**config.mk**
```make
export PLATFORM = sky130hd
export DESIGN_NAME = ps2_key_decoder_flat
export DESIGN_NICKNAME = d
export VERILOG_FILES = /design/src/rtl/ps2_pkg.sv /design/src/rtl/ps2_key_decoder_if.sv /design/src/rtl/ps2_ascii_lut.sv /design/src/rtl/ps2_key_decoder.sv /design/src/flat_wrapper.sv
export SDC_FILE = /design/constraint.sdc
export NUM_CORES = 1
export LEC_CHECK = 0
export CAP_MARGIN = 20
export CORE_MARGIN = 1
export CORE_UTILIZATION = 46
export CTS_CLUSTER_SIZE = 40
export DETAILED_ROUTE_END_ITERATION = 8
export PLACE_DENSITY = 0.76
export SLEW_MARGIN = 20
export SYNTH_ARGS = -nofsm -noshare
export SYNTH_HDL_FRONTEND = slang
export SYNTH_SLANG_ARGS = --single-unit
```
**constraint.sdc**
```tcl
create_clock -name clk -period 2 [get_ports clk]
set_input_delay 0.4 -clock clk [delete_from_list [all_inputs] [get_ports clk]]
set_output_delay 0.4 -clock clk [all_outputs]
set_load 0.01 [all_outputs]
```
**src/rtl/ps2_pkg.sv**
```systemverilog
// Shared definitions for the PS/2 set-2 key decoder: FSM state encoding,
// prefix bytes, shift key codes and the ignored control-byte list.
package ps2_pkg;

  // FSM states (legacy-compatible constant encoding)
  localparam logic [2:0] ST_IDLE    = 3'd0;
  localparam logic [2:0] ST_EXT     = 3'd1;
  localparam logic [2:0] ST_BRK     = 3'd2;
  localparam logic [2:0] ST_EXT_BRK = 3'd3;
  localparam logic [2:0] ST_SKIP    = 3'd4;

  // Prefix bytes
  localparam logic [7:0] PS2_EXT   = 8'hE0;
  localparam logic [7:0] PS2_BRK   = 8'hF0;
  localparam logic [7:0] PS2_PAUSE = 8'hE1;

  // Shift key codes
  localparam logic [7:0] PS2_LSHIFT = 8'h12;
  localparam logic [7:0] PS2_RSHIFT = 8'h59;

  // Keyboard/controller status bytes that never form a key event on their own
  function automatic logic is_ignored(input logic [7:0] b);
    case (b)
      8'h00, 8'hAA, 8'hEE, 8'hFA, 8'hFE, 8'hFF: return 1'b1;
      default:                                   return 1'b0;
    endcase
  endfunction

  function automatic logic is_shift(input logic [7:0] b);
    return (b == PS2_LSHIFT) || (b == PS2_RSHIFT);
  endfunction

endpackage

```
**src/rtl/ps2_key_decoder_if.sv**
```systemverilog
// Byte-in / key-event-out bundle of the PS/2 key decoder.
// master = byte source and event consumer, slave = the decoder itself.
interface ps2_key_decoder_if #(
  parameter int CNT_W = 8
);
  logic             in_valid;
  logic [7:0]       in_byte;
  logic             evt_valid;
  logic [7:0]       evt_code;
  logic             evt_ext;
  logic             evt_break;
  logic             evt_repeat;
  logic             key_down;
  logic [7:0]       cur_code;
  logic             cur_ext;
  logic             shift;
  logic [CNT_W-1:0] press_cnt;
  logic [7:0]       ascii;

  modport master (
    output in_valid, in_byte,
    input  evt_valid, evt_code, evt_ext, evt_break, evt_repeat,
           key_down, cur_code, cur_ext, shift, press_cnt, ascii
  );

  modport slave (
    input  in_valid, in_byte,
    output evt_valid, evt_code, evt_ext, evt_break, evt_repeat,
           key_down, cur_code, cur_ext, shift, press_cnt, ascii
  );
endinterface

```
**src/rtl/ps2_ascii_lut.sv**
```systemverilog
// Set-2 scan code to ASCII for letters, digits, space, enter and backspace.
// Shift selects uppercase letters and the shifted digit symbols; extended
// and unmapped codes give 00. Used only when PS2_ASCII_EN is defined.
module ps2_ascii_lut (
  input  logic [7:0] code_i,
  input  logic       ext_i,
  input  logic       shift_i,
  output logic [7:0] ascii_o
);
  logic [7:0] lower;
  logic [7:0] upper;

  // Pure lookup: both the unshifted and shifted character per code
  always_comb begin
    lower = 8'h00;
    upper = 8'h00;
    case (code_i)
      8'h1C: begin lower = "a"; upper = "A"; end
      8'h32: begin lower = "b"; upper = "B"; end
      8'h21: begin lower = "c"; upper = "C"; end
      8'h23: begin lower = "d"; upper = "D"; end
      8'h24: begin lower = "e"; upper = "E"; end
      8'h2B: begin lower = "f"; upper = "F"; end
      8'h34: begin lower = "g"; upper = "G"; end
      8'h33: begin lower = "h"; upper = "H"; end
      8'h43: begin lower = "i"; upper = "I"; end
      8'h3B: begin lower = "j"; upper = "J"; end
      8'h42: begin lower = "k"; upper = "K"; end
      8'h4B: begin lower = "l"; upper = "L"; end
      8'h3A: begin lower = "m"; upper = "M"; end
      8'h31: begin lower = "n"; upper = "N"; end
      8'h44: begin lower = "o"; upper = "O"; end
      8'h4D: begin lower = "p"; upper = "P"; end
      8'h15: begin lower = "q"; upper = "Q"; end
      8'h2D: begin lower = "r"; upper = "R"; end
      8'h1B: begin lower = "s"; upper = "S"; end
      8'h2C: begin lower = "t"; upper = "T"; end
      8'h3C: begin lower = "u"; upper = "U"; end
      8'h2A: begin lower = "v"; upper = "V"; end
      8'h1D: begin lower = "w"; upper = "W"; end
      8'h22: begin lower = "x"; upper = "X"; end
      8'h35: begin lower = "y"; upper = "Y"; end
      8'h1A: begin lower = "z"; upper = "Z"; end
      8'h16: begin lower = "1"; upper = "!"; end
      8'h1E: begin lower = "2"; upper = "@"; end
      8'h26: begin lower = "3"; upper = "#"; end
      8'h25: begin lower = "4"; upper = "$"; end
      8'h2E: begin lower = "5"; upper = "%"; end
      8'h36: begin lower = "6"; upper = "^"; end
      8'h3D: begin lower = "7"; upper = "&"; end
      8'h3E: begin lower = "8"; upper = "*"; end
      8'h46: begin lower = "9"; upper = "("; end
      8'h45: begin lower = "0"; upper = ")"; end
      8'h29: begin lower = 8'h20; upper = 8'h20; end
      8'h5A: begin lower = 8'h0D; upper = 8'h0D; end
      8'h66: begin lower = 8'h08; upper = 8'h08; end
      default: ;
    endcase
  end

  assign ascii_o = ext_i ? 8'h00 : (shift_i ? upper : lower);
endmodule

```
**src/rtl/ps2_key_decoder.sv**
```systemverilog
// PS/2 scan-code set-2 key decoder: folds E0/F0/E1 prefixes into single key
// events, tracks the held key, shift state and a non-repeat press counter.
// Optional feature: define PS2_ASCII_EN to build the registered ascii output.
module ps2_key_decoder
  import ps2_pkg::*;
#(
  parameter int CNT_W   = 8,
  parameter int E1_SKIP = 7
) (
  input logic              clk,
  input logic              clrn,
  ps2_key_decoder_if.slave bus
);
  localparam logic [7:0] SKIP_LOAD = 8'(E1_SKIP);

  logic [2:0]       state_q, state_d;
  logic [7:0]       skip_q, skip_d;
  logic             evt_valid_q, evt_valid_d;
  logic [7:0]       evt_code_q, evt_code_d;
  logic             evt_ext_q, evt_ext_d;
  logic             evt_brk_q, evt_brk_d;
  logic             evt_rep_q, evt_rep_d;
  logic             key_down_q, key_down_d;
  logic [7:0]       cur_code_q, cur_code_d;
  logic             cur_ext_q, cur_ext_d;
  logic             shift_q, shift_d;
  logic [CNT_W-1:0] press_cnt_q, press_cnt_d;
  logic [7:0]       ascii_q, ascii_d;

  logic fire, fire_ext, fire_brk, match;

  // Prefix FSM: decides whether the incoming byte completes a key event
  always_comb begin
    // NOTE: every combinational output gets a default first so no path leaves it unassigned (no latch).
    state_d  = state_q;
    skip_d   = skip_q;
    fire     = 1'b0;
    fire_ext = 1'b0;
    fire_brk = 1'b0;
    if (bus.in_valid) begin
      case (state_q)
        ST_IDLE: begin
          if (bus.in_byte == PS2_EXT)        state_d = ST_EXT;
          else if (bus.in_byte == PS2_BRK)   state_d = ST_BRK;
          else if (bus.in_byte == PS2_PAUSE) begin
            state_d = ST_SKIP;
            skip_d  = SKIP_LOAD;
          end else if (!is_ignored(bus.in_byte)) fire = 1'b1;
        end
        ST_EXT: begin
          if (bus.in_byte == PS2_BRK)        state_d = ST_EXT_BRK;
          else if (bus.in_byte == PS2_EXT)   state_d = ST_EXT;
          else if (bus.in_byte == PS2_PAUSE) begin
            state_d = ST_SKIP;
            skip_d  = SKIP_LOAD;
          end else begin
            fire     = 1'b1;
            fire_ext = 1'b1;
            state_d  = ST_IDLE;
          end
        end
        ST_BRK: begin
          if (bus.in_byte == PS2_BRK)      state_d = ST_BRK;
          else if (bus.in_byte == PS2_EXT) state_d = ST_EXT_BRK;
          else begin
            fire     = 1'b1;
            fire_brk = 1'b1;
            state_d  = ST_IDLE;
          end
        end
        ST_EXT_BRK: begin
          if (bus.in_byte != PS2_BRK && bus.in_byte != PS2_EXT) begin
            fire     = 1'b1;
            fire_ext = 1'b1;
            fire_brk = 1'b1;
            state_d  = ST_IDLE;
          end
        end
        ST_SKIP: begin
          // The byte that brings the count to zero is the last one swallowed
          if (skip_q <= 8'd1) begin
            skip_d  = 8'd0;
            state_d = ST_IDLE;
          end else begin
            skip_d = skip_q - 8'd1;
          end
        end
        default: state_d = ST_IDLE;
      endcase
    end
  end

  assign match = (bus.in_byte == cur_code_q) && (fire_ext == cur_ext_q);

  // Key tracking: event fields, held key, shift and press counter
  always_comb begin
    evt_valid_d = fire;
    evt_code_d  = evt_code_q;
    evt_ext_d   = evt_ext_q;
    evt_brk_d   = evt_brk_q;
    evt_rep_d   = evt_rep_q;
    key_down_d  = key_down_q;
    cur_code_d  = cur_code_q;
    cur_ext_d   = cur_ext_q;
    shift_d     = shift_q;
    press_cnt_d = press_cnt_q;
    if (fire) begin
      evt_code_d = bus.in_byte;
      evt_ext_d  = fire_ext;
      evt_brk_d  = fire_brk;
      evt_rep_d  = 1'b0;
      if (!fire_brk) begin
        if (key_down_q && match) begin
          evt_rep_d = 1'b1;
        end else begin
          press_cnt_d = press_cnt_q + CNT_W'(1);
          cur_code_d  = bus.in_byte;
          cur_ext_d   = fire_ext;
          key_down_d  = 1'b1;
        end
        if (!fire_ext && is_shift(bus.in_byte)) shift_d = 1'b1;
      end else begin
        if (match) key_down_d = 1'b0;
        if (!fire_ext && is_shift(bus.in_byte)) shift_d = 1'b0;
      end
    end
  end

`ifdef PS2_ASCII_EN
  logic [7:0] lut_ascii;

  // Translation uses the shift state in force before this event
  ps2_ascii_lut u_ascii_lut (
    .code_i  (bus.in_byte),
    .ext_i   (fire_ext),
    .shift_i (shift_q),
    .ascii_o (lut_ascii)
  );

  // ascii is captured together with the other event fields
  always_comb begin
    ascii_d = fire ? lut_ascii : ascii_q;
  end
`else
  // No lookup built: ascii register stays at zero
  always_comb begin
    ascii_d = 8'h00;
  end
`endif

  // State registers, all cleared by the asynchronous reset
  always_ff @(posedge clk or negedge clrn) begin
    // NOTE: every register, prefix state included, is reset so clrn discards any partial sequence.
    if (!clrn) begin
      state_q     <= ST_IDLE;
      skip_q      <= '0;
      evt_valid_q <= 1'b0;
      evt_code_q  <= '0;
      evt_ext_q   <= 1'b0;
      evt_brk_q   <= 1'b0;
      evt_rep_q   <= 1'b0;
      key_down_q  <= 1'b0;
      cur_code_q  <= '0;
      cur_ext_q   <= 1'b0;
      shift_q     <= 1'b0;
      press_cnt_q <= '0;
      ascii_q     <= '0;
    end else begin
      // NOTE: non-blocking assignments so every register samples pre-edge values.
      state_q     <= state_d;
      skip_q      <= skip_d;
      evt_valid_q <= evt_valid_d;
      evt_code_q  <= evt_code_d;
      evt_ext_q   <= evt_ext_d;
      evt_brk_q   <= evt_brk_d;
      evt_rep_q   <= evt_rep_d;
      key_down_q  <= key_down_d;
      cur_code_q  <= cur_code_d;
      cur_ext_q   <= cur_ext_d;
      shift_q     <= shift_d;
      press_cnt_q <= press_cnt_d;
      ascii_q     <= ascii_d;
    end
  end

  assign bus.evt_valid  = evt_valid_q;
  assign bus.evt_code   = evt_code_q;
  assign bus.evt_ext    = evt_ext_q;
  assign bus.evt_break  = evt_brk_q;
  assign bus.evt_repeat = evt_rep_q;
  assign bus.key_down   = key_down_q;
  assign bus.cur_code   = cur_code_q;
  assign bus.cur_ext    = cur_ext_q;
  assign bus.shift      = shift_q;
  assign bus.press_cnt  = press_cnt_q;
  assign bus.ascii      = ascii_q;
endmodule
```
**src/flat_wrapper.sv**
```systemverilog
// flat-port wrapper written by rule: the top's interface ports become plain ports
module ps2_key_decoder_flat import ps2_pkg::*;
#(
  parameter int CNT_W   = 8,
  parameter int E1_SKIP = 7
)
  (clk, clrn, bus_in_valid, bus_in_byte, bus_evt_valid, bus_evt_code, bus_evt_ext, bus_evt_break, bus_evt_repeat, bus_key_down, bus_cur_code, bus_cur_ext, bus_shift, bus_press_cnt, bus_ascii);
  ps2_key_decoder_if #(.CNT_W(CNT_W)) bus_i ();
  input logic clk;
  input logic clrn;
  input wire logic [$bits(bus_i.in_valid)-1:0] bus_in_valid;
  input wire logic [$bits(bus_i.in_byte)-1:0] bus_in_byte;
  output wire logic [$bits(bus_i.evt_valid)-1:0] bus_evt_valid;
  output wire logic [$bits(bus_i.evt_code)-1:0] bus_evt_code;
  output wire logic [$bits(bus_i.evt_ext)-1:0] bus_evt_ext;
  output wire logic [$bits(bus_i.evt_break)-1:0] bus_evt_break;
  output wire logic [$bits(bus_i.evt_repeat)-1:0] bus_evt_repeat;
  output wire logic [$bits(bus_i.key_down)-1:0] bus_key_down;
  output wire logic [$bits(bus_i.cur_code)-1:0] bus_cur_code;
  output wire logic [$bits(bus_i.cur_ext)-1:0] bus_cur_ext;
  output wire logic [$bits(bus_i.shift)-1:0] bus_shift;
  output wire logic [$bits(bus_i.press_cnt)-1:0] bus_press_cnt;
  output wire logic [$bits(bus_i.ascii)-1:0] bus_ascii;
  assign bus_i.in_valid = bus_in_valid;
  assign bus_i.in_byte = bus_in_byte;
  assign bus_evt_valid = bus_i.evt_valid;
  assign bus_evt_code = bus_i.evt_code;
  assign bus_evt_ext = bus_i.evt_ext;
  assign bus_evt_break = bus_i.evt_break;
  assign bus_evt_repeat = bus_i.evt_repeat;
  assign bus_key_down = bus_i.key_down;
  assign bus_cur_code = bus_i.cur_code;
  assign bus_cur_ext = bus_i.cur_ext;
  assign bus_shift = bus_i.shift;
  assign bus_press_cnt = bus_i.press_cnt;
  assign bus_ascii = bus_i.ascii;
  ps2_key_decoder #(.CNT_W(CNT_W), .E1_SKIP(E1_SKIP)) u_core (.clk(clk), .clrn(clrn), .bus(bus_i));
endmodule
```
=== After elaboration in Yosys (flattened, before gate mapping) ===
Cells that the tools add are included.

* Register bits after elaboration: 42
* Input port bits: 11
* Output and inout port bits: 39
* Logic and storage cells: 107

* Add/sub/neg operators: 2
* $lt $le $gt $ge: 1
* Equal/unequal tests: 27
* Mux-type cells: 48
* Bitwise logic cells: 2
* Reduce and logical (&&, ||, !) cells: 15

{| class="wikitable"
|+ Operators by type and width
! cell !! count
|-
| $eq A8 B8 Y1 const B || 8
|-
| $mux W8 || 6
|-
| $mux W1 || 27
|-
| $mux W3 || 9
|-
| $pmux W8 S3 || 1
|-
| $ne A8 B8 Y1 const B || 2
|-
| $pmux W3 S5 || 1
|-
| $ne A2 B2 Y1 const B || 5
|-
| $add A8 B1 Y8 const B || 1
|-
| $eq A8 B5 Y1 const B || 1
|-
| $eq A8 B7 Y1 const B || 1
|-
| $eq A8 B8 Y1 || 1
|-
| $le A8 B1 Y1 const B || 1
|-
| $logic_not A8 Y1 || 1
|-
| $sub A8 B1 Y8 const B || 1
|-
| $eq A3 B2 Y1 const B || 2
|-
| $ne A2 B1 Y1 const B || 3
|-
| $reduce_and A3 Y1 || 2
|-
| $reduce_and A6 Y1 || 1
|-
| $reduce_or A6 Y1 || 1
|-
| $logic_and A1 B1 Y1 || 4
|-
| $ne A4 B1 Y1 const B || 1
|-
| $pmux W1 S2 || 2
|-
| $pmux W1 S4 || 1
|-
| 11 further kinds || 12
|}

=== Logic depth before layout (Yosys ltp) ===
* Depth in word-level cells: 15
* Depth in mapped cells: 8
* Mapped depth without buffers: 8

=== Least setup slack after synthesis ===
OpenSTA, ideal clock, no wires.

* Kind: in2reg
* Start: input port bus_in_byte[2]
* End: register u_core.cur_code_q[0], in the netlist u_core.bus.cur_code[0]
* Library setup time: 125 ps
* Data arrival time: 2072 ps
* Data required time: 1875 ps
* Slack: -197 ps
* Cell stages on the path: 8
* Path buffers: 2
* Cell sequence: buf_6 and4bb_1 a311oi_4 xor2_2 nor3b_4 nor3_4 buf_6 mux2_4

* Word-level cells in the longest chain between the ends: 15
* Elaborated cells between the ends (all ways): 42
* Classes of those cells: eq/ne: 12; mux: 22; bitwise: 2; reduce/logical: 6

{| class="wikitable"
|+ Ends and longest elaborated chain
! what !! line !! text
|-
| start, declared || flat_wrapper.sv:12 || <nowiki>input wire logic [$bits(bus_i.in_byte)-1:0] bus_in_byte;</nowiki>
|-
| $eq A8 B8 Y1 or $logic_not A8 Y1 (tied branches) || ps2_pkg.sv:23 || <nowiki>case (b)</nowiki>
|-
| $reduce_or A6 Y1 || ps2_pkg.sv:23 ||
|-
| $mux W1 || ps2_pkg.sv:23 ||
|-
| $mux W1 || ps2_key_decoder.sv:45 || <nowiki>else if (bus.in_byte == PS2_PAUSE) begin</nowiki>
|-
| $mux W1 || ps2_key_decoder.sv:44 || <nowiki>else if (bus.in_byte == PS2_BRK) state_d = ST_BRK;</nowiki>
|-
| $mux W1 || ps2_key_decoder.sv:43 || <nowiki>if (bus.in_byte == PS2_EXT) state_d = ST_EXT;</nowiki>
|-
| $mux W1 || ps2_key_decoder.sv:41 || <nowiki>case (state_q)</nowiki>
|-
| $mux W1 || ps2_key_decoder.sv:40 || <nowiki>if (bus.in_valid) begin</nowiki>
|-
| $mux W1 || ps2_key_decoder.sv:48 || <nowiki>end else if (!is_ignored(bus.in_byte)) fire = 1'b1;</nowiki>
|-
| $mux W1 || ps2_key_decoder.sv:45 ||
|-
| $mux W1 || ps2_key_decoder.sv:44 ||
|-
| $mux W1 || ps2_key_decoder.sv:43 ||
|-
| $pmux W1 S4 || ps2_key_decoder.sv:41 ||
|-
| $mux W1 || ps2_key_decoder.sv:40 ||
|-
| $reduce_and A3 Y1 (no line) (*) || - ||
|-
| end signal, assigned || ps2_key_decoder.sv:178 || <nowiki>cur_code_q <= cur_code_d;</nowiki>
|-
| end, declared || ps2_key_decoder.sv:24 || <nowiki>logic [7:0] cur_code_q, cur_code_d;</nowiki>
|}

Every way passes the cells marked *; elsewhere a longest branch is shown, timed or not. The select of a mux whose other input is x is not followed.
A chain may end at the register's enable or synchronous reset.

=== Worst setup path in the final report ===
* Start: input port bus_in_byte[0]
* End: register u_core.press_cnt_q[1], in the netlist u_core.bus.press_cnt[1]

* Word-level cells in the longest chain between the ends: 15
* Elaborated cells between the ends (all ways): 42
* Classes of those cells: eq/ne: 12; mux: 22; bitwise: 2; reduce/logical: 6

{| class="wikitable"
|+ Ends and longest elaborated chain
! what !! line !! text
|-
| $eq A8 B8 Y1 or $logic_not A8 Y1 (tied branches) || ps2_pkg.sv:23 ||
|-
| $reduce_or A6 Y1 || ps2_pkg.sv:23 ||
|-
| $mux W1 || ps2_pkg.sv:23 ||
|-
| $mux W1 || ps2_key_decoder.sv:45 ||
|-
| $mux W1 || ps2_key_decoder.sv:44 ||
|-
| $mux W1 || ps2_key_decoder.sv:43 ||
|-
| $mux W1 || ps2_key_decoder.sv:41 ||
|-
| $mux W1 || ps2_key_decoder.sv:40 ||
|-
| $mux W1 || ps2_key_decoder.sv:48 ||
|-
| $mux W1 || ps2_key_decoder.sv:45 ||
|-
| $mux W1 || ps2_key_decoder.sv:44 ||
|-
| $mux W1 || ps2_key_decoder.sv:43 ||
|-
| $pmux W1 S4 || ps2_key_decoder.sv:41 ||
|-
| $mux W1 || ps2_key_decoder.sv:40 ||
|-
| $reduce_and A3 Y1 (no line) (*) || - ||
|-
| end signal, assigned || ps2_key_decoder.sv:181 || <nowiki>press_cnt_q <= press_cnt_d;</nowiki>
|-
| end, declared || ps2_key_decoder.sv:27 || <nowiki>logic [CNT_W-1:0] press_cnt_q, press_cnt_d;</nowiki>
|}

Marks and branches as above.

==> results.txt <==
- Clock-pin slew was measured on the worst setup and hold paths at 80 ps.
- Area of the mapped netlist: 2370 µm²
* Die Outline Area: 5440 µm²
- Sequential cells were found to cover 44.4% of the synthesized design area.
- Inserted Clock Buffers: 5
* Yosys warning count: 0
* PortBufs: 41
* Sum of net half-perimeters after detailed placement: 3920 µm
* Number of nets with antenna violations after detailed routing: 0
- The number of cells on the worst reg-to-reg path is 8.
* TritonCTS sink count: 42
- Once the floorplan was initialized, standard cells occupied 48.8% of the core.
- The largest total area in the synthesized netlist belongs to dfrtp_1.
* Crit-path cells: dlygate4sd2_1, buf_4, xor2_1, nor4_1, nand2_1, nor3b_4, nor3_4, buf_6, buf_12, mux2_4
- Setup violations remaining at the end of the flow were counted as 17.
- Post-route clock skew: 8.03 ps
* Peak fanout along the critical path: 5
- In this run, placement finished with an instance count of 357.
* Share of the cycle needed by the critical path after routing: 111%
- Setup repair after global routing missed its margin: true
- Net switching is 35.0% of the power.
- Final weighted congestion in routability-driven placement: 0.915
* Startpoint type of the worst setup path: input pin
- For this design the total switching power over the nets is 1.41 mW.
- Util after Layout: 72.1%
- The worst setup path is captured at a flop.
- Final min period: 2230 ps
- Ys flop type: dfrtp_1
- 0 antenna diodes ended up in the layout.
- TritonCTS built the clock tree.
- Across all layers, the routed design uses 2075 vias.
- In this run the count of I/O pins placed on the die edge is 50.
- The largest single stage delay on the critical path is 330 ps.
- Drt via density: 5.45
* Number of buffers added to fix hold violations after cts: 0
* GRT overflow: 0
- The final reports fail on setup timing.
- The count of endpoints failing hold in the final timing report came to 0.
* Fraction of power consumed by the clock network: 14.4%
- Biggest area contributors in the synthesized netlist: dfrtp_1, mux2_4, xor2_1, mux2_2, buf_4
* R2R Setup Slk: -200 ps
- Number of buffers between clock root and the deepest sink: 2
- For this run, the post-layout net count is 327.
* Placeable Area: 4850 µm²
- Leaving out fill and tap cells, the most frequent cell in the layout is buf_4.
* Detailed Route Iter0 Violations: 109
- Post-detailed-route wirelength per cell: 16.7 µm
- The first global-routing pass estimated 9960 µm of wire.
- Combinational share of power: 51.1%
- Worst Slack Setup Final: -228 ps
- Measured against the total synthesized area, the mux share comes to 10.5%.
- Adder and majority gate portion of the synthesized area: 1.59%
- The first detailed-routing pass took 4 iterations.
- Commonest cells after routing, fill and taps aside: buf_4, dfrtp_1, clkdlybuf4s50_1, xor2_1, nor2_1
- After technology mapping, the gate count stands at 216.
* Yosys reg bits: 42
- Max-capacitance violation count: 0
* Critical Path AT: 2420 ps
- On the critical path, the stage with the largest delay is an instance of nor4_1.
- Transition time at the pin with the least slew margin: 525 ps
- At the later pin of the worst-skew pair, clock insertion delay measures 300 ps.
- From bottom edge to top edge, the die measures 73.7 µm.
* Pin count of the biggest net entering global routing: 43
- The routed design has 6360 µm of wire.
- Startpoint of the worst register-to-register path: u_core.bus.cur_code[7]
* Worst Path Required: 2190 ps
* Synthesized area per cell: 11.0 µm²
* Max-slew violation count: 0
- In this run the critical register-to-register path is captured at u_core.bus.press_cnt[1].
- By area, the combinational part of the netlist is dominated by simple AND/OR/NAND/NOR gates.
- Residual DRC count: 0
* Area fraction in and, or, nand and nor cells after synthesis: 18.2%
- Overall die width: 73.7 µm
* Pwr per Cell Area: 1150 nW/µm²
- Total Negative Setup Slacks: -2610 ps
- Internal Power: 2.62 mW
* Class of the most critical hold timing path: in -> async
* Clock tree root buffer cell: clkbuf_8
- Summed over all cells, the static leakage comes to 1.54 nW.
- Across the VDD grid, the largest voltage drop is 0.705 mV.
* Share of async-settable or async-resettable flops after synthesis: 100%
- The synthesized netlist devotes 12.3% of its cell area to compound gates.
* H-Tree Level Count: 2
- Synth unique cells: 57
- Number of rows created at floorplan: 25
- Counting flops with a built-in enable in the synthesized netlist gives 0.
- The number of global-route vias before repair came to 2088.
* Maximum clock rate: 449 MHz
- Global routing used 24.3% of the available tracks across all layers.
* Area grow syn2layout: 47.7%
* Seq pwr share: 34.6%
* Number of antenna violations at the first check in global routing: 0
* Area share of the largest cell type after synthesis: 44.4%
- Measured against its own limit, the worst slew margin works out to 65.0%.
- Status: finished, violations left
- Critical path start-end classification: in -> reg
* Number of standard cells in the layout, taps in and fillers out: 381
- Fraction of final layout cells sized beyond drive strength 1: 39.8%
- Xor and xnor area share after synthesis: 6.24%
## worst max-delay path: cells and delay by family
kind          cells  cell delay (ps)
xor+xnor          1              150
buf+inv           4              720
mux               1              290
simple gates      4              850
## per-layer routing
metal | part of all wire (%) | wire, µm | track usage, %
met5 | 0 | 0 | 0
met4 | 2.1 | 132 | 11.1
met3 | 4.2 | 269 | 4.53
met2 | 51 | 3230 | 40.5
met1 | 43 | 2720 | 30.5
## cells in the mapped netlist, drive strengths merged (5+ instances only)
cell,number
dfrtp,42
mux2,19
buf,16
nor2,15
xor2,15
inv,10
a21oi,9
nand2,9
o21ai,9
nor4,8
nand3,6
nor3,5
## metrics by stage
step	cell area, µm²	power (mW)	hold WS [ps]	setup WS (ps)
2_1_floorplan	2430	2.23	104	-122
3_3_place_gp	3130	3.05	456	-623
3_5_place_dp	3130	3.10	469	-706
4_1_cts	3400	3.89	173	-76.0
5_1_grt	3500	4.24	198	-234
6_report	3500	4.02	156	-228
## cell families after synthesis
family          count (synthesis)
simple gates                   68
xor+xnor                       16
compound gates                 40
other cells                     1
mux                            19
fa+ha+maj                       3
buf+inv                        27
flops                          42
## flip-flops by register name (all words and copies together), names as in the netlist
| name | flops |
|---|---|
| u_core.bus.evt_repeat | 1 |
| u_core.bus.shift | 1 |
| u_core.bus.evt_break | 1 |
| u_core.bus.key_down | 1 |
| u_core.skip_q | 8 |
| u_core.bus.evt_ext | 1 |
| u_core.bus.evt_code | 8 |
| u_core.state_q | 3 |
| u_core.bus.press_cnt | 8 |
| u_core.bus.cur_code | 8 |
| u_core.bus.cur_ext | 1 |
| u_core.bus.evt_valid | 1 |
## area by class of cell
cell class	instances	area [µm²]
clock buffers	7	86.3
clock inverters	1	5.00
fillers	344	1350
inverters	10	37.5
multi-input cells	154	1320
flip-flops and latches	42	1050
well taps	67	83.8
repair buffers	100	907
## worst max-delay path by stage
stage | start | to | slack, ps | cells after the start
6_report | bus_in_byte[0] | u_core.bus.press_cnt[1] | -230 | 10
2_1_floorplan | bus_in_byte[2] | u_core.bus.cur_code[0] | -120 | 8
3_5_place_dp | bus_in_byte[2] | u_core.bus.cur_code[3] | -710 | 8
4_1_cts | u_core.state_q[2] | u_core.bus.press_cnt[1] | -80 | 8
5_1_grt | bus_in_byte[0] | u_core.bus.press_cnt[1] | -230 | 10
3_3_place_gp | bus_in_byte[5] | u_core.bus.evt_code[4] | -620 | 8
## power groups by stage
stage	Combinational [mW]	Clock (mW)	Sequential [mW]
global route	2.19	0.628	1.43
floorplan	0.763	0	1.47
global placement	1.67	0	1.38
detailed placement	1.71	0	1.38
CTS	1.92	0.592	1.37
finish	2.06	0.578	1.39
## repair_timing
item	in CTS	in global routing
pin swaps	14	8
setup endpoints to repair	41	29
gates resized for setup	43	21
buffers inserted	10	5
gates cloned	2	0
No activity file was read; power rests on OpenSTA's default activity.
